### src/rtl/cmos_capture.sv
// DVP/CMOS sensor capture: pairs RGB565 bytes into 16-bit pixels, skips settling frames, flags aborted frames.
// Latency: pixel strobe two clocks after its second byte is driven; no backpressure (sensor cannot be stalled).
module cmos_capture #(
  parameter int H_ACT      = 1280,
  parameter int V_ACT      = 720,
  parameter int FRAME_SKIP = 10
) (
  input  logic        clk,
  input  logic        rst_n,
  input  logic        i_cmos_vsync,
  input  logic        i_cmos_href,
  input  logic [7:0]  i_cmos_din,
  output logic [15:0] o_dout,
  output logic        o_dout_vld,
  output logic        o_dout_sop,
  output logic        o_dout_eop,
  output logic        o_frame_err
);

  localparam logic [10:0] H_MAX     = 11'(H_ACT);
  localparam logic [9:0]  V_MAX     = 10'(V_ACT);
  localparam logic [10:0] H_LAST    = 11'(H_ACT - 1);
  localparam logic [9:0]  V_LAST    = 10'(V_ACT - 1);
  localparam logic [7:0]  SKIP_LAST = 8'((FRAME_SKIP > 0) ? FRAME_SKIP - 1 : 0);

  typedef enum logic [1:0] {WAIT_VS, SKIP, CAPT} state_t;

  state_t      r_state;
  logic        r_vs1, r_vs2, r_hr1, r_hr2;
  logic [7:0]  r_din1;
  logic [7:0]  r_hi;
  logic [7:0]  r_skip_cnt;
  logic [10:0] r_cnt_x;
  logic [9:0]  r_cnt_y;
  logic        r_toggle;
  logic        r_frame_done;
  logic        r_pix_seen;

  logic w_vs_fall, w_hr_fall, w_pix_done, w_pix_keep, w_sop, w_eop;

  assign w_vs_fall  = r_vs2 & ~r_vs1;
  assign w_hr_fall  = r_hr2 & ~r_hr1;
  assign w_pix_done = (r_state == CAPT) & r_hr1 & ~r_vs1 & r_toggle;
  assign w_pix_keep = w_pix_done & (r_cnt_x < H_MAX) & (r_cnt_y < V_MAX);
  assign w_sop      = (r_cnt_x == 11'd0) & (r_cnt_y == 10'd0);
  assign w_eop      = (r_cnt_x == H_LAST) & (r_cnt_y == V_LAST);

  always_ff @(posedge clk or negedge rst_n) begin
    if (!rst_n) begin
      r_vs1  <= 1'b0;
      r_vs2  <= 1'b0;
      r_hr1  <= 1'b0;
      r_hr2  <= 1'b0;
      r_din1 <= 8'd0;
    end else begin
      r_vs1  <= i_cmos_vsync;
      r_vs2  <= r_vs1;
      r_hr1  <= i_cmos_href;
      r_hr2  <= r_hr1;
      r_din1 <= i_cmos_din;
    end
  end

  always_ff @(posedge clk or negedge rst_n) begin
    if (!rst_n) begin
      r_state      <= WAIT_VS;
      r_skip_cnt   <= 8'd0;
      r_cnt_x      <= 11'd0;
      r_cnt_y      <= 10'd0;
      r_toggle     <= 1'b0;
      r_hi         <= 8'd0;
      r_frame_done <= 1'b0;
      r_pix_seen   <= 1'b0;
      o_dout       <= 16'd0;
      o_dout_vld   <= 1'b0;
      o_dout_sop   <= 1'b0;
      o_dout_eop   <= 1'b0;
      o_frame_err  <= 1'b0;
    end else begin
      o_dout_vld  <= 1'b0;
      o_dout_sop  <= 1'b0;
      o_dout_eop  <= 1'b0;
      o_frame_err <= 1'b0;

      case (r_state)
        WAIT_VS: begin
          if (w_vs_fall) r_state <= (FRAME_SKIP > 0) ? SKIP : CAPT;
        end
        SKIP: begin
          if (w_vs_fall) begin
            r_skip_cnt <= r_skip_cnt + 8'd1;
            if (r_skip_cnt == SKIP_LAST) r_state <= CAPT;
          end
        end
        CAPT: ;
        default: r_state <= WAIT_VS;
      endcase

      // Frame start wins over a coincident line end so the new frame begins at row 0.
      if (w_vs_fall) begin
        r_cnt_x      <= 11'd0;
        r_cnt_y      <= 10'd0;
        r_toggle     <= 1'b0;
        r_frame_done <= 1'b0;
        r_pix_seen   <= 1'b0;
        if (r_state == CAPT && !r_frame_done && r_pix_seen) o_frame_err <= 1'b1;
      end else if (r_state == CAPT) begin
        if (r_vs1 || !r_hr1) r_toggle <= 1'b0;
        else                 r_toggle <= ~r_toggle;

        if (r_hr1 && !r_vs1 && !r_toggle) r_hi <= r_din1;

        if (w_pix_done) begin
          if (r_cnt_x != H_MAX) r_cnt_x <= r_cnt_x + 11'd1;
          if (w_pix_keep) begin
            o_dout     <= {r_hi, r_din1};
            o_dout_vld <= 1'b1;
            o_dout_sop <= w_sop;
            o_dout_eop <= w_eop;
            r_pix_seen <= 1'b1;
            if (w_eop) r_frame_done <= 1'b1;
          end
        end

        if (w_hr_fall) begin
          r_cnt_x <= 11'd0;
          if (r_cnt_x != 11'd0 && r_cnt_y != V_MAX) r_cnt_y <= r_cnt_y + 10'd1;
        end
      end
    end
  end

endmodule

### config.mk
export PLATFORM = sky130hd
export DESIGN_NAME = cmos_capture
export DESIGN_NICKNAME = d
export VERILOG_FILES = /design/src/rtl/cmos_capture.sv
export SDC_FILE = /design/constraint.sdc
export NUM_CORES = 1
export LEC_CHECK = 0
export ABC_CLOCK_PERIOD_IN_PS = 4800
export BUFFER_PORTS_ARGS = -buffer_cell sky130_fd_sc_hd__buf_2
export CORE_MARGIN = 8
export CORE_UTILIZATION = 54
export DETAILED_ROUTE_END_ITERATION = 12
export GPL_TIMING_DRIVEN = 0
export MAX_ROUTING_LAYER = met4
export PLACE_DENSITY = 0.81
export SETUP_SLACK_MARGIN = 0.05
export SYNTH_ARGS = -nofsm -noshare
export SYNTH_HDL_FRONTEND = slang
export SYNTH_SLANG_ARGS = --single-unit
### constraint.sdc
create_clock -name clk -period 4.8 [get_ports clk]
set_clock_uncertainty 0.2 [all_clocks]
set_input_delay 0 -clock clk [delete_from_list [all_inputs] [get_ports clk]]
set_output_delay 0 -clock clk [all_outputs]
set_load 0.02 [all_outputs]
==> out/results.tsv <==
stage	metric	value	unit
run_status	status	finished clean	
critical_path	r2r_slack	2.38	ns
floorplan	die_h	94.6	µm
routing	num_vias	2391	
synth	synth_fa_ha_area_frac	0.0225	
critical_path	reg2reg_from	r_state[1]	
clock_network	tritoncts	yes	
critical_path	worst-path-buf-inv	1	
final_layout	final-seq-area	1850	µm²
sta	hold_viol	0	
power_and_ir_drop	vdd_drop_max	257	µV
sta	fmax	413	MHz
synth	syn_nets	293	
final_layout	fillers	431	
sta	slew-limit-headroom	0.398	
synth	synth_xor_area_frac	0.0184	
synth	synth_cell_types	54	
synth	synth_seq_cells	74	
synth	synth-edff-count	0	
routing	post-route-drc-count	0	
critical_path	crit_family	simple AND/OR/NAND/NOR gates	
power_and_ir_drop	switching_share	0.231	
synth	synthTopCellsByArea	dfrtp_1 56%, mux2_2 5.4%, mux2_4 3.6%	
final_layout	multi_input_area	1410	µm²
synth	synth_most_common_cell	dfrtp_1	
power_and_ir_drop	switchingPower	319	µW
final_layout	fin_nets	346	
routing	ant_nets	0	
critical_path	crit_slowest_cell	nor3_4	
routing	drt_iter0_drc	238	
final_layout	drive_gt1_frac	0.243	
critical_path	crit_fanout	10	
synth	synth_seq_area_share	0.555	
sta	slew_violations	0	
routing	routed_wl	6.91	mm
critical_path	end_kind	register	
placed_design	io_buffers	31	
critical_path	worstSetupPathType	register to register	
power_and_ir_drop	clockPowerShare	0.428	
floorplan	ios	32	
synth	synth_top_area_share	0.555	
grt	antenna_found_initial	0	
hold_path	hold_path.class	input port to register	
clock_network	clk_latency	0.35	ns
sta	fin_crit_sh	0.504	
clock_network	cts-root-buf	clkbuf_8	
critical_path	startpoint	r_state[1]	
clock_network	cts_buffers	9	
clock_network	cts_resized	0	
synth	syn_inst	275	
clock_network	post_cts_buffers	0	
floorplan	dieWidth	94.6	µm
sta	layout_min_cycle_time	2.42	ns
power_and_ir_drop	power_frac_comb	0.070	
routing	avgRoutedWirePerCell	16.9	µm
clock_network	clock-sinks	74	
power_and_ir_drop	seqPwrFrac	0.502	
grt	overflow	0	
synth	muxShareOfSynthArea	0.111	
synth	synth_top_family_by_area	simple AND/OR/NAND/NOR gates	
synth	async_reset_ff_frac	1.00	
sta	worst_pin_slew	0.902	ns
power_and_ir_drop	p_per_area	350	nW/µm²
clock_network	clk_pin_slew	0.08	ns
critical_path	required	4.84	ns
sta	tns	0	ns
final_layout	area_growth	18.4	%
routing	dr.pass1.iters	4	
synth	syn-cell-area	3340	µm²
clock_network	cts_max_level	3	
synth	synth-compound-area-share	0.0870	
synth	synth_top_area_cell	dfrtp_1	
critical_path	crit_chain	nor2b_1 > nand3_1 > nor3_4 > buf_8 > mux2_4	
sta	rsz0062_at_grt	no	
synth	synth_area_per_cell	12.1	µm²
grt	grt_use_total	0.175	
placed_design	dp_cells	381	
routing	vias_per_cell	5.86	
critical_path	cpPeakStageDelay	0.48	ns
sta	setup_viol	0	
job	cap_viol_max_count	0	
synth	synth-simple-area-share	0.182	
hold_path	hold_start	i_cmos_din[2]	
floorplan	coreArea	5960	µm²
synth	yosys_warnings	0	
critical_path	start_kind	register	
grt	grt_pass1_wl	11.7	mm
grt	grt_max_degree	75	
floorplan	start_util	0.560	
placed_design	hpwl	4.58	mm
power_and_ir_drop	leakagePower	0.00186	µW
synth	synthFlopType	dfrtp_1	
placed_design	gp_congestion	0.909	
power_and_ir_drop	p_int	1060	µW
final_layout	layout.cells.non_filler	408	
power_and_ir_drop	power	1380	µW
floorplan	die_area	8950	µm²
synth	synthTopCellsByCount	74 x dfrtp_1, 23 x nand2_1, 16 x mux2_2	
grt	grt_pass1_vias	2401	
critical_path	critPathArrivalTime	2.46	ns
clock_network	clk_path_buf_depth	2	
final_layout	diodes	0	
floorplan	rows	28	
==> cell families after synthesis <==
logic type	Yosys count
multiplexers	31
adder cells (fa/ha/maj)	6
XOR/XNOR	7
buffers and inverters	17
flip-flops	74
AO/OA/AOI/OAI	41
AND/OR/NAND/NOR	99
==> worst paths after layout <==
check                                      to  cells past startpoint
worst min-delay path                r_din1[2]                      2
max in group asynchronous          r_cnt_x[1]                      2
worst max-delay path                o_dout[9]                      5
worst max register to register      o_dout[9]                      5
worst min register to register  r_skip_cnt[7]                      1
min in group asynchronous          o_dout_eop                      2
==> routing by layer <==
layer | track usage | up-vias | wire (µm)
li1 | - | 1131 | -
met4 | 0.0806 | 0 | 116
met2 | 0.271 | 70 | 3470
met1 | 0.212 | 1179 | 2970
met5 | - | - | 0
met3 | 0.0421 | 11 | 359
==> power groups by stage <==
| stage | logic (µW) | registers (µW) | clock network [µW] |
|---|---|---|---|
| finish | 96.7 | 694 | 592 |
| global route | 110 | 700 | 629 |
| CTS | 99.1 | 693 | 600 |
| detailed placement | 91.3 | 704 | 0 |
| global placement | 86.3 | 703 | 0 |
| floorplan | 61.2 | 695 | 0 |
==> state kept, by name (all words and copies together), names as in the netlist, 2 cells and up <==
name / flops
o_dout: 16
r_cnt_x: 11
r_cnt_y: 10
r_din1: 8
r_hi: 8
r_skip_cnt: 8
r_state: 2
==> what timing repair did <==
item,in CTS,in global routing
hold endpoints to repair,84,0
endpoints found under the setup margin,0,0
hold buffers,11,0
==> area by class of cell <==
type / count / share of cell area
inverters: 9 / 0.00856
clock buffers: 10 / 0.0349
multi-input cells: 184 / 0.356
plain buffers: 8 / 0.0114
flip-flops and latches: 74 / 0.469
well taps: 75 / 0.0238
repair buffers: 42 / 0.0678
clock inverters: 6 / 0.0288
==> placed cells by master, fill, tap and decap left out, types with 3 or more instances in the layout <==
cell,synthesis,routed
mux2i_1,7,7
xnor2_1,5,5
nor2_1,6,6
nor4_1,4,4
or4_1,4,4
o31ai_1,5,5
nand3_1,9,9
nand4b_1,3,3
nor3_1,5,5
and3_1,4,4
buf_2,3,33
o41ai_1,3,3
nand2_1,23,23
ha_1,6,6
bufinv_16,0,3
nand2b_1,7,7
o311ai_0,4,4
clkbuf_1,3,3
mux2_4,8,8
nor2b_1,3,3
and4_1,4,4
inv_1,9,9
dfrtp_1,74,74
a21o_1,3,3
nand4_1,9,9
mux2_2,16,16
a21oi_1,9,9
clkbuf_8,0,10
o21ai_0,3,3
a31oi_1,3,3
dlygate4sd3_1,0,11
==> through the flow <==
step           setup WS [ns]  instance area (µm²)   util  hold WS [ns]
2_1_floorplan           2.76                 3340      -        -0.496
3_3_place_gp            2.44                 3580  0.602       -0.0919
3_5_place_dp            2.39                 3590  0.602       -0.0907
4_1_cts                 2.37                 3950  0.663        0.0673
5_1_grt                 2.22                 3950  0.663        0.0711
6_report                2.38                 3950  0.663        0.0812
Power figures use the tool's default switching activity.
